===== config.mk =====
export PLATFORM = sky130hd
export DESIGN_NAME = tile_painter
export DESIGN_NICKNAME = d
export VERILOG_FILES = /design/src/rtl/tile_pkg.sv /design/src/rtl/key_debounce.sv /design/src/rtl/tile_painter.sv
export SDC_FILE = /design/constraint.sdc
export NUM_CORES = 1
export LEC_CHECK = 0
export CAP_MARGIN = 20
export CORE_MARGIN = 3
export CORE_UTILIZATION = 53
export CTS_BUF_LIST = sky130_fd_sc_hd__clkbuf_4 sky130_fd_sc_hd__clkbuf_8
export DETAILED_ROUTE_END_ITERATION = 6
export PLACE_DENSITY = 0.77
export SYNTH_ARGS = -nofsm -noshare
export SYNTH_HDL_FRONTEND = slang
export SYNTH_SLANG_ARGS = --single-unit

===== constraint.sdc =====
create_clock -name clk -period 4.45 [get_ports clk]
set_input_delay 0.6675 -clock clk [delete_from_list [all_inputs] [get_ports clk]]
set_output_delay 0.6675 -clock clk [all_outputs]
set_load 0.005 [all_outputs]

===== src/rtl/tile_pkg.sv =====
// Shared constants, key indices and FSM state type for the tile painter.
package tile_pkg;

  localparam int TILE_DIM = 8;
  localparam int COORD_W  = 3;
  localparam int ADDR_W   = 6;
  localparam int COLOR_W  = 9;
  localparam int NUM_KEYS = 4;

  localparam int KEY_PAINT = 0;
  localparam int KEY_MOVEX = 1;
  localparam int KEY_MOVEY = 2;
  localparam int KEY_CLEAR = 3;

  typedef enum logic [1:0] {
    IDLE  = 2'd0,
    PAINT = 2'd1,
    CLEAR = 2'd2
  } state_t;

  // One cursor step with natural modulo-8 wrap in both directions.
  function automatic logic [COORD_W-1:0] step_coord(input logic [COORD_W-1:0] c,
                                                    input logic dec);
    step_coord = dec ? (c - COORD_W'(1)) : (c + COORD_W'(1));
  endfunction

endpackage


===== src/rtl/key_debounce.sv =====
// One push-button: 2-flop synchroniser, stable-level debounce counter and a
// single-cycle press pulse on each debounced 1->0 transition.
module key_debounce #(
  parameter int DEBOUNCE_CYCLES = 500000,
  parameter int DB_W            = 20
) (
  input  logic clk,
  input  logic rst,
  input  logic i_key_n,
  output logic o_press
);

  localparam logic [DB_W-1:0] CNT_LAST = DB_W'(DEBOUNCE_CYCLES - 1);

  logic            r_sync1;
  logic            r_sync2;
  logic            r_level;
  logic [DB_W-1:0] r_cnt;
  logic            r_press;

  // Synchronise, then accept a new level only after it has been stable long enough.
  always_ff @(posedge clk or posedge rst) begin
    if (rst) begin
      r_sync1 <= 1'b1;
      r_sync2 <= 1'b1;
      r_level <= 1'b1;
      r_cnt   <= '0;
      r_press <= 1'b0;
    end else begin
      r_sync1 <= i_key_n;
      r_sync2 <= r_sync1;
      r_press <= 1'b0;
      if (r_sync2 == r_level) begin
        r_cnt <= '0;
      end else if (r_cnt == CNT_LAST) begin
        r_level <= r_sync2;
        r_cnt   <= '0;
        r_press <= ~r_sync2;
      end else begin
        r_cnt <= r_cnt + DB_W'(1);
      end
    end
  end

  assign o_press = r_press;

endmodule


===== src/rtl/tile_painter.sv =====
// Write-side controller for the 8x8 RGB333 tile memory: paint, cursor move, clear.
// Optional raster-style cursor advance after each paint: TILE_PAINTER_AUTO_ADVANCE_EN.
module tile_painter
  import tile_pkg::*;
#(
  parameter int DEBOUNCE_CYCLES = 500000,
  parameter int DB_W            = 20
) (
  input  logic                clk,
  input  logic                rst,
  input  logic [NUM_KEYS-1:0] key_n,
  input  logic [9:0]          sw,
  output logic                we,
  output logic [ADDR_W-1:0]   wa,
  output logic [COLOR_W-1:0]  wv,
  output logic [COORD_W-1:0]  cur_x,
  output logic [COORD_W-1:0]  cur_y,
  output logic                busy
);

  logic [NUM_KEYS-1:0] w_press;

  for (genvar g = 0; g < NUM_KEYS; g++) begin : g_key
    key_debounce #(
      .DEBOUNCE_CYCLES(DEBOUNCE_CYCLES),
      .DB_W           (DB_W)
    ) u_key (
      .clk    (clk),
      .rst    (rst),
      .i_key_n(key_n[g]),
      .o_press(w_press[g])
    );
  end

  state_t               r_state;
  state_t               w_state_nxt;
  logic                 r_we,    w_we_nxt;
  logic [ADDR_W-1:0]    r_wa,    w_wa_nxt;
  logic [COLOR_W-1:0]   r_wv,    w_wv_nxt;
  logic [COORD_W-1:0]   r_cur_x, w_cur_x_nxt;
  logic [COORD_W-1:0]   r_cur_y, w_cur_y_nxt;
  logic                 r_busy,  w_busy_nxt;
  logic [COORD_W-1:0]   w_base_x;
  logic [COORD_W-1:0]   w_base_y;

  // State and all outputs are registered together.
  always_ff @(posedge clk or posedge rst) begin
    if (rst) begin
      r_state <= IDLE;
      r_we    <= 1'b0;
      r_wa    <= '0;
      r_wv    <= '0;
      r_cur_x <= '0;
      r_cur_y <= '0;
      r_busy  <= 1'b0;
    end else begin
      r_state <= w_state_nxt;
      r_we    <= w_we_nxt;
      r_wa    <= w_wa_nxt;
      r_wv    <= w_wv_nxt;
      r_cur_x <= w_cur_x_nxt;
      r_cur_y <= w_cur_y_nxt;
      r_busy  <= w_busy_nxt;
    end
  end

  // Cursor before moves: the raster advance (if enabled) applies on a paint press.
`ifdef TILE_PAINTER_AUTO_ADVANCE_EN
  assign w_base_x = w_press[KEY_PAINT] ? (r_cur_x + COORD_W'(1)) : r_cur_x;
  assign w_base_y = (w_press[KEY_PAINT] && (r_cur_x == COORD_W'(TILE_DIM - 1)))
                    ? (r_cur_y + COORD_W'(1)) : r_cur_y;
`else
  assign w_base_x = r_cur_x;
  assign w_base_y = r_cur_y;
`endif

  // Next-state and next-output logic; r_wa doubles as the clear address counter.
  always_comb begin
    w_state_nxt = r_state;
    w_we_nxt    = 1'b0;
    w_wa_nxt    = r_wa;
    w_wv_nxt    = r_wv;
    w_cur_x_nxt = r_cur_x;
    w_cur_y_nxt = r_cur_y;
    w_busy_nxt  = 1'b0;
    case (r_state)
      IDLE: begin
        if (w_press[KEY_CLEAR]) begin
          w_state_nxt = CLEAR;
          w_we_nxt    = 1'b1;
          w_wa_nxt    = '0;
          w_wv_nxt    = sw[COLOR_W-1:0];
          w_busy_nxt  = 1'b1;
        end else begin
          if (w_press[KEY_PAINT]) begin
            w_state_nxt = PAINT;
            w_we_nxt    = 1'b1;
            w_wa_nxt    = {r_cur_x, r_cur_y};
            w_wv_nxt    = sw[COLOR_W-1:0];
          end else begin
            w_state_nxt = IDLE;
          end
          // Moves override the advance per axis and use the pre-move cursor.
          w_cur_x_nxt = w_press[KEY_MOVEX] ? step_coord(r_cur_x, sw[9]) : w_base_x;
          w_cur_y_nxt = w_press[KEY_MOVEY] ? step_coord(r_cur_y, sw[9]) : w_base_y;
        end
      end
      PAINT: begin
        w_state_nxt = IDLE;
      end
      CLEAR: begin
        if (r_wa == ADDR_W'(TILE_DIM * TILE_DIM - 1)) begin
          w_state_nxt = IDLE;
        end else begin
          w_we_nxt   = 1'b1;
          w_wa_nxt   = r_wa + ADDR_W'(1);
          w_busy_nxt = 1'b1;
        end
      end
      default: begin
        w_state_nxt = IDLE;
      end
    endcase
  end

  assign we    = r_we;
  assign wa    = r_wa;
  assign wv    = r_wv;
  assign cur_x = r_cur_x;
  assign cur_y = r_cur_y;
  assign busy  = r_busy;

endmodule


; Yosys cells after proc, flatten, opt, wreduce, memory -nomap -nowiden
; Cells that the tools add are included.
[word_totals]
reg_bits = 121
input_bits = 16
wordCells = 103
[op_classes]
addsub = 9
eq_ne = 13
n_mux = 34
n_bitwise = 9
n_reduce_logical = 11
[op_table]
columns = cell, n
row1 = $mux 20, 8
row2 = $add 20x1->20 const B, 4
row3 = $eq 20x19->1 const B, 4
row4 = $mux 6, 3
row5 = $mux 9, 2
row6 = $mux 1, 13
row7 = $pmux 6 s2, 1
row8 = $reduce_and 2->1, 5
row9 = $not 1->1, 9
row10 = $reduce_and 3->1, 3
row11 = $add 3x1->3 const B, 2
row12 = $add 6x1->6 const B, 1
row13 = $eq 6x6->1 const B, 1
row14 = $mux 3, 2
row15 = $sub 3x1->3 const B, 2
row16 = $eq 1x1->1, 4
row17 = $mux 2, 2
row18 = $ne 2x2->1 const B, 2
row19 = $pmux 1 s2, 2
row20 = $pmux 2 s2, 1
row21 = $reduce_bool 2->1, 2
row22 = $ne 3x1->1 const B, 1
row23 = $eq 2x2->1 const B, 1
row24 = $logic_not 2->1, 1

; Logic depth before layout (Yosys ltp)
; Gate-level depths: netlist of the first run.
[logic_depth]
ltp_word = 3
ltp_mapped = 6

; Hierarchy
; From an unflattened synthesis of the first run, not the netlist that was laid out.
[unflattened]
hier_cells = 558
area_unflattened_um2 = 6125.9
[modules_own_cells]
columns = module, n_inst, cells_each, area_each_um2
row1 = key_debounce, 4, 114, 1238.7
row2 = tile_painter, 1, 102, 1171.1

; Worst setup path before layout of the first run
; No wires, ideal clock.
[synth_timing]
path_type = register to register
startpoint = register g_key[0].u_key.r_cnt[0]
endpoint = register g_key[0].u_key.r_cnt[10]
setup_time_ns = 0.132
t_arrival_ns = 1.802
required_ns = 4.318
setup_slack_ns = 2.516
path_stages_with_launch = 6
synth_period_minus_slack_ns = 1.934
path_cell_list = dfrtp_1 > ha_1 > nand4_1 > o41ai_2 > clkbuf_1 > nor2_1
[synth_via]
elab_chain_cells = 3
[synth_lines]
columns = item, line
row1 = from (decl), key_debounce.sv:18  ; logic [DB_W-1:0] r_cnt;
row2 = from (signal assigned), key_debounce.sv:40  ; r_cnt <= r_cnt + DB_W'(1);
row3 = $add 20x1->20 / $eq 20x19->1 (equally long branches), "key_debounce.sv:40, key_debounce.sv:35"
row4 = $mux 20 *, key_debounce.sv:35  ; end else if (r_cnt == CNT_LAST) begin
row5 = $mux 20 *, key_debounce.sv:33  ; if (r_sync2 == r_level) begin
; Every way passes the cells marked *; elsewhere a longest branch is shown, timed or not.
; A chain may end at the register's enable or synchronous reset.

; Worst setup path in the final report of the first run
[layout_timing]
startpoint = register g_key[3].u_key.r_cnt[0]
endpoint = register g_key[3].u_key.r_cnt[2]
[layout_via]
elab_chain_cells = 3
[layout_lines]
columns = item, line
row1 = from (decl), key_debounce.sv:18
row2 = from (signal assigned), key_debounce.sv:40
row3 = $add 20x1->20 / $eq 20x19->1 (equally long branches), "key_debounce.sv:40, key_debounce.sv:35"
row4 = $mux 20 *, key_debounce.sv:35
row5 = $mux 20 *, key_debounce.sv:33
; Marks and branches as above.

==> implementation parameters, run 1 <==
Parameter                              Value

Run status
  Status ... complete, no violations

Floorplanning
  Die extent in x ... 109.6 µm
  # IOs ... 39
  Core box area ... 10370 µm²
  Initial core utilization ... 54.89%
  Chip height ... 109.6 µm
  FP Rows ... 37
  Area of the die ... 12020 µm²

Detailed routing
  Aggregate routed wire length ... 10780 µm
  Average via count per standard cell ... 5.600
  Via count ... 4161
  Average wire per cell in the routed design ... 14.50 µm
  Pre-antenna DRT Iters ... 4
  Violation count after the first detailed-route iteration ... 337
  Number of remaining DRC errors ... 0
  DRT antenna net count ... 0

Worst setup path
  Critical Path Sink Type ... register
  CP Class ... reg -> reg
  Logic depth of the worst register-to-register path ... 5
  Type of element launching the critical path ... register
  Critical Path AT ... 2.53 ns
  Startpoint of the worst register-to-register path ... g_key[3].u_key.r_cnt[0]$_DFF_PP0_
  Data required time at the worst endpoint ... 4.74 ns
  Largest driver fanout on the critical path ... 20
  Minimum setup slack among reg-to-reg paths ... 2.21 ns
  Destination of the worst register-to-register timing path ... g_key[3].u_key.r_cnt[2]$_DFF_PP0_

Synth
  Number of synthesized flops with an enable pin ... 0
  Portion of synthesized cell area occupied by the leading cell type ... 47.92%
  Ys Warns ... 0
  Dominant cell by count in the synthesized netlist ... sky130_fd_sc_hd__dfrtp_1
  Ys flop type ... sky130_fd_sc_hd__dfrtp_1
  Net count after synthesis ... 573
  Sequential element share of the synthesized area ... 53.46%
  Ranking of synthesized cells by area ... sky130_fd_sc_hd__dfrtp_1 (48%), sky130_fd_sc_hd__xnor2_1 (6.2%), sky130_fd_sc_hd__dfstp_2 (5.5%)
  Syn avg cell area ... 10.35 µm²
  Share of synthesized flip-flops with an asynchronous set or reset ... 100.0%
  Flip-flop and latch count after synthesis ... 121
  Synth unique cells ... 49
  Post-synth design cell area ... 5692 µm²
  Top post-synthesis cells by count ... sky130_fd_sc_hd__dfrtp_1 (109), sky130_fd_sc_hd__nor2_1 (68), sky130_fd_sc_hd__xnor2_1 (40), sky130_fd_sc_hd__nand2_1 (39), sky130_fd_sc_hd__nand3_1 (25)
  Post-synthesis instance total ... 550
  Cell type with the largest total area after synthesis ... sky130_fd_sc_hd__dfrtp_1

Placed design
  Placed cell areas ... 6198 µm²
  Post-placement cell count ... 711
  Half-perimeter wire length after placement ... 7376 µm
  Pre-CTS setup slack ... 2.165 ns
  Final Wtd Congestion ... 0.8345
  Number of buffers added on ports ... 38

Timing
  Final hold viol count ... 0
  Final period demand of the worst path ... 2.236 ns
  Setup total negative slack ... 0 ns
  Total of endpoints with negative setup slack in the final report ... 0
  Peak Freq ... 0.4473 GHz
  Minimum hold slack ... 0.3552 ns
  Slew margin rel. ... 42.66%
  Final setup margin ... 2.214 ns
  Final Slew Violations ... 0
  Transition at the pin with the smallest max-transition slack ... 0.8602 ns
  Post-Route Skew ... 0.008028 ns
  Final cycle utilization of the critical path ... 50.24%
  Unrepaired setup endpoints after global routing ... no

CTS
  Clock-pin slew of the registers on the worst-case setup and hold paths ... 0.07 ns
  Number of levels the H-tree was split into ... 4
  Clock tree from TritonCTS ... yes
  Post-cts hold buffer count ... 0
  Clock root buffer master ... sky130_fd_sc_hd__clkbuf_8
  Number of sinks driven by the clock tree ... 121
  Clock tree buffer depth ... 2
  Number of CTS-inserted buffers ... 17
  Insertion delay to the later sink of the worst-skew pair ... 0.44 ns
  Setup Fix Bufs, Post-CTS ... 0
  Total of cells resized after clock tree synthesis ... 0

Global routing
  Largest net degree at the start of global routing ... 71
  Grt total ovfl ... 0
  GRT Overall Usage ... 19.85%
  First-pass GRT wire length ... 18690 µm
  Initial antenna violation count ... 0
  Number of global-route vias before repair ... 4067

Cells and area
  Syn-to-layout area delta ... 17.26%
  Share of post-route cells with drive strength above 1 ... 10.71%
  Post-route non-filler standard cell count ... 743
  Final core utilization ... 64.36%
  Number of antenna cells inserted ... 0
  Final net count ... 617
  Post-Layout Inst Area ... 6674 µm²

Power
  VDD IR max ... 259.5 µV
  Leakage component of the power ... 2.742 nW
  Switching Power ... 470.7 µW
  Relative contribution of the clock network to total power ... 48.9%
  Combinational cell fraction of total power ... 3.1%
  Share of total power in sequential cells ... 48.0%
  Pint ... 1.887 mW
  Sw Ratio ... 19.97%
  Power density of the placed cells ... 353.3 nW/µm²
  Total Power ... 2.358 mW

Worst hold path
  Depth of the worst hold-timing path ... 0
  Classification of the worst-slack hold path ... reg -> reg
  Hold-critical path endpoint ... g_key[2].u_key.r_sync2$_DFF_PP1_
  Worst Min Path Start ... g_key[2].u_key.r_sync1$_DFF_PP1_

Run
  Max-Cap Viols ... 0
==> area by class of cell <==
cell class	instances	area, µm²
tap	136	170.2
fill	820	3696
clock buffer	25	312.8
clock inverter	7	162.7
sequential	121	3043
multi-input combinational	393	2501
inverter	19	73.82
timing repair buffer	42	410.4
==> cells in the final DEF (no fill, tap or decap), drive strengths merged, types with 3 or more instances in the layout <==
master / netlist / routed
bufinv: 0 / 5
or4: 11 / 11
and2: 3 / 3
nand2: 39 / 39
inv: 19 / 19
and3: 6 / 6
nor3b: 5 / 5
o31ai: 5 / 5
dfstp: 12 / 12
xnor2: 40 / 40
dfrtp: 109 / 109
xor2: 23 / 23
nor2: 68 / 68
mux2: 15 / 15
ha: 5 / 5
nor4: 16 / 16
nand4: 20 / 20
a21o: 4 / 4
clkdlybuf4s50: 0 / 38
a21oi: 23 / 23
and4: 6 / 6
nand3: 26 / 26
clkbuf: 12 / 25
buf: 5 / 4
or4b: 5 / 5
or3: 14 / 14
o21ai: 18 / 18
nor3: 18 / 18
a211oi: 3 / 3
==> flip-flops by register name, summed over array words and instances (netlist names), 2 cells and up <==
signal and cells:
g_key.u_key.o_press 4, wa 6, g_key.u_key.r_level 4, cur_x 3, cur_y 3, g_key.u_key.r_sync2 4, g_key.u_key.r_sync1 4, g_key.u_key.r_cnt 80
wv 9, r_state 2
==> worst max path at each step <==
| stage | slack (ns) | endpoint | from |
|---|---|---|---|
| finish | 2.21 | g_key[3].u_key.r_cnt[2]$_DFF_PP0_ | g_key[3].u_key.r_cnt[0]$_DFF_PP0_ |
| detailed placement | 2.16 | cur_x[2]$_DFFE_PP0P_ | sw[9] |
| global route | 1.90 | g_key[3].u_key.r_cnt[2]$_DFF_PP0_ | g_key[3].u_key.r_cnt[0]$_DFF_PP0_ |
| floorplan | 0.59 | busy$_DFF_PP0_ | rst |
| global placement | 2.20 | cur_y[2]$_DFFE_PP0P_ | sw[9] |
| CTS | 2.20 | g_key[3].u_key.r_cnt[2]$_DFF_PP0_ | g_key[3].u_key.r_cnt[0]$_DFF_PP0_ |
==> routing by layer <==
layer	vias up	track usage, %	part of all wire (%)	routed length, µm
met5	-	0	0	0
met4	0	7.836	1.8	189
li1	2035	-	-	-
met2	65	31.12	48	5218
met3	16	5.285	3.2	350
met1	2045	26.37	47	5019
==> cells by family after synthesis <==
| family | synth area share (%) |
|---|---|
| buffers and inverters | 2.594 |
| muxes | 2.968 |
| DFF | 53.46 |
| AOI/OAI and AO/OA | 6.727 |
| and+or+nand+nor | 22.75 |
| xor gates and xnor gates | 9.694 |
| adders and majority gates | 1.803 |
==> critical path, cell delays in order (launching register included) <==
cell and delay (ns):
sky130_fd_sc_hd__dfrtp_1 0.42, sky130_fd_sc_hd__ha_1 0.25, sky130_fd_sc_hd__nand4_1 0.29, sky130_fd_sc_hd__nor4_1 0.44, sky130_fd_sc_hd__a21o_1 0.57, sky130_fd_sc_hd__nor2_1 0.12
==> power by group through the flow <==
stage          Clock [mW]  Sequential (mW)  Combinational (mW)
4_1_cts              1.18             1.13              0.0760
3_3_place_gp            0             1.15              0.0726
2_1_floorplan           0             1.15              0.0485
3_5_place_dp            0             1.15              0.0753
6_report             1.15             1.13              0.0729
5_1_grt              1.23             1.13              0.0842
Note: power is estimated with default switching activity, not from simulation.
==> run 2, diff against run 1 <==
- PLACE_DENSITY: 0.77 -> 0.8
- clock period: 4.45 -> 1.85 ns (I/O delays scaled with it)
==> implementation parameters, run 2 (synthesis results as in run 1) <==
Parameter                              Value

Run status
  Status ... finished, violations left
  Failing checks ... setup timing

Global routing
  GRT Overall Usage ... 22.46% (+2.6 points)
  Number of global-route vias before repair ... 4520 (+11%)
  Grt total ovfl ... 0 (unchanged)
  Initial antenna violation count ... 0 (unchanged)
  Largest net degree at the start of global routing ... 69 (-2.8%)
  First-pass GRT wire length ... 21220 µm (+14%)

Worst hold path
  Classification of the worst-slack hold path ... in -> reg
  Hold-critical path endpoint ... g_key[0].u_key.r_sync1$_DFF_PP1_
  Worst Min Path Start ... key_n[0]
  Depth of the worst hold-timing path ... 1 (+1)

CTS
  Clock-pin slew of the registers on the worst-case setup and hold paths ... 0.07 ns (about the same)
  Number of levels the H-tree was split into ... 4 (unchanged)
  Number of CTS-inserted buffers ... 17 (unchanged)
  Insertion delay to the later sink of the worst-skew pair ... 0.44 ns (about the same)
  Number of sinks driven by the clock tree ... 121 (unchanged)
  Clock root buffer master ... sky130_fd_sc_hd__clkbuf_8
  Clock tree from TritonCTS ... yes
  Post-cts hold buffer count ... 0 (unchanged)
  Clock tree buffer depth ... 2 (unchanged)

Detailed routing
  Average via count per standard cell ... 5.720 (+2.1%)
  DRT antenna net count ... 0 (unchanged)
  Average wire per cell in the routed design ... 17.11 µm (+18%)
  Violation count after the first detailed-route iteration ... 376 (+12%)
  Aggregate routed wire length ... 13930 µm (+29%)
  Number of remaining DRC errors ... 0 (unchanged)
  Via count ... 4656 (+12%)
  Pre-antenna DRT Iters ... 4 (unchanged)

Timing
  Slew margin rel. ... 69.51% (+27 points)
  Minimum hold slack ... 0.2441 ns (-0.1111 ns)
  Final hold viol count ... 0 (unchanged)
  Final setup margin ... -0.08569 ns (-2.300 ns)
  Unrepaired setup endpoints after global routing ... yes
  Final period demand of the worst path ... 1.936 ns (-0.3001 ns)
  Transition at the pin with the smallest max-transition slack ... 0.4538 ns (-0.4063 ns)
  Total of endpoints with negative setup slack in the final report ... 44 (+44)
  Final cycle utilization of the critical path ... 104.6% (+54 points)
  Post-Route Skew ... 0.009922 ns (+0.001894 ns)
  Final Slew Violations ... 0 (unchanged)
  Setup total negative slack ... -2.103 ns (-2.103 ns)
  Peak Freq ... 0.5166 GHz (+16%)

Cells and area
  Syn-to-layout area delta ... 34.60%
  Register with the most flip-flops ... g_key.u_key.r_cnt
  Highest-count cells in the layout ignoring fill and taps ... sky130_fd_sc_hd__dfrtp_1 (104), sky130_fd_sc_hd__buf_4 (63), sky130_fd_sc_hd__nor2_1 (45)
  Number of antenna cells inserted ... 0 (unchanged)
  Number of flip-flops in the largest register ... 80 (unchanged)
  Share of post-route cells with drive strength above 1 ... 29.94% (+19 points)
  Commonest non-fill, non-tap cell in the layout ... sky130_fd_sc_hd__dfrtp_1
  Final net count ... 688 (+12%)
  Post-route non-filler standard cell count ... 814 (+9.6%)
  Final core utilization ... 73.88% (+9.5 points)

Floorplanning
  Initial core utilization ... 54.89% (unchanged)
  Chip height ... 109.6 µm (unchanged)
  # IOs ... 39 (unchanged)
  Core box area ... 10370 µm² (unchanged)
  Area of the die ... 12020 µm² (unchanged)
  Die extent in x ... 109.6 µm (unchanged)
  FP Rows ... 37 (unchanged)

Worst setup path
  Minimum setup slack among reg-to-reg paths ... -0.09 ns (-2.30 ns)
  Destination of the worst register-to-register timing path ... g_key[3].u_key.r_cnt[18]$_DFF_PP0_
  Critical Path Sink Type ... register
  Dominant delay contributor by cell family on the critical path ... simple AND/OR/NAND/NOR gates
  Logic depth of the worst register-to-register path ... 5 (unchanged)
  Count of buffering cells on the critical path with inverters included ... 1 (+1)
  Largest driver fanout on the critical path ... 5 (-75%)
  Data required time at the worst endpoint ... 2.16 ns (-2.58 ns)
  Critical Path AT ... 2.25 ns (-0.28 ns)
  Delay of the slowest cell on the worst path ... 0.56 ns (about the same)
  Startpoint of the worst register-to-register path ... g_key[3].u_key.r_cnt[11]$_DFF_PP0_
  Crit path max-delay cell type ... sky130_fd_sc_hd__or4b_4
  Ordered cell list for the critical path ... or4b_4 > nor4_4 > a21o_4 > clkbuf_16 > a21oi_2
  Type of element launching the critical path ... register
  CP Class ... reg -> reg

Power
  Power density of the placed cells ... 724.4 nW/µm² (+110%)
  VDD IR max ... 526.6 µV (+100%)
  Leakage component of the power ... 3.163 nW (+15%)

Placed design
  Final Wtd Congestion ... 0.8862 (+6.2%)
  Post-placement cell count ... 763 (+7.3%)
  Pre-CTS setup slack ... -0.02535 ns (-2.190 ns)
  Number of buffers added on ports ... 38 (unchanged)
  Half-perimeter wire length after placement ... 8550 µm (+16%)

Run
  Max-Cap Viols ... 0 (unchanged)
run 2: changes by cell type in the layout (fill, tap and decap cells not counted), moves of 5 or more:
| cell | change |
|---|---|
| sky130_fd_sc_hd__or4_4 | +6 |
| sky130_fd_sc_hd__nor2_2 | +6 |
| sky130_fd_sc_hd__a21oi_2 | +10 |
| sky130_fd_sc_hd__dfrtp_1 | -5 |
| sky130_fd_sc_hd__or4_1 | -6 |
| sky130_fd_sc_hd__nor2_4 | +17 |
| sky130_fd_sc_hd__nor4_1 | -6 |
| sky130_fd_sc_hd__nor2_1 | -23 |
| sky130_fd_sc_hd__buf_4 | +59 |
| sky130_fd_sc_hd__a21oi_1 | -10 |
| sky130_fd_sc_hd__buf_12 | +5 |
| sky130_fd_sc_hd__dfrtp_2 | +5 |
run 2: worst max path at each step:
| stage | cells after the start | from | end | slack (ns) |
|---|---|---|---|---|
| 2_1_floorplan | 5 | g_key[0].u_key.r_cnt[0]$_DFF_PP0_ | g_key[0].u_key.r_cnt[10]$_DFF_PP0_ | -0.08 |
| 3_3_place_gp | 6 | g_key[1].u_key.r_cnt[0]$_DFF_PP0_ | g_key[1].u_key.r_cnt[16]$_DFF_PP0_ | 0.04 |
| 3_5_place_dp | 5 | g_key[0].u_key.r_cnt[12]$_DFF_PP0_ | g_key[0].u_key.o_press$_DFF_PP0_ | -0.03 |
| 4_1_cts | 5 | g_key[3].u_key.r_cnt[10]$_DFF_PP0_ | g_key[3].u_key.r_cnt[7]$_DFF_PP0_ | 0.005 |
| 5_1_grt | 5 | g_key[1].u_key.r_cnt[0]$_DFF_PP0_ | g_key[1].u_key.r_cnt[18]$_DFF_PP0_ | -0.14 |
| 6_report | 5 | g_key[3].u_key.r_cnt[11]$_DFF_PP0_ | g_key[3].u_key.r_cnt[18]$_DFF_PP0_ | -0.09 |
run 2: where the power goes:
group / leakage [nW] / switching (mW) / total (mW) / internal, mW
logic: 1.33 / 0.150 / 0.277 / 0.127
clock network: 0.216 / 1.08 / 2.55 / 1.47
registers: 1.62 / 0.0330 / 2.72 / 2.68
total: 3.16 / 1.26 / 5.55 / 4.29
run 2: cell type report:
type	count	area, µm²
multi-input combinational	393	2848
sequential	121	3049
inverter	19	75.07
timing repair buffer	113	1087
tap	136	170.2
clock inverter	10	141.4
fill	663	2709
clock buffer	22	290.3
run 2: what timing repair did:
action / in CTS / in global routing
pin swaps: 1 / 30
setup buffers: 0 / 14
gates cloned: 0 / 5
endpoints found under the setup margin: 13 / 81
resized for setup: 6 / 84
run 2: through the flow:
stage	area, µm²	power (mW)
after CTS	7111	5.512
after global placement	6653	2.970
after global routing	7661	5.736
after detailed placement	6653	2.981
after floorplan	5708	2.875
final	7661	5.550
run 2: metal layers:
metal	routed length, µm	share of wire, %	track usage [%]	vias to the layer above
li1	-	-	-	2178
met1	5614	40	28.43	2334
met2	7320	53	37.45	108
met3	539	3.9	6.107	36
met4	453	3.3	7.480	0
met5	0	0	0	-
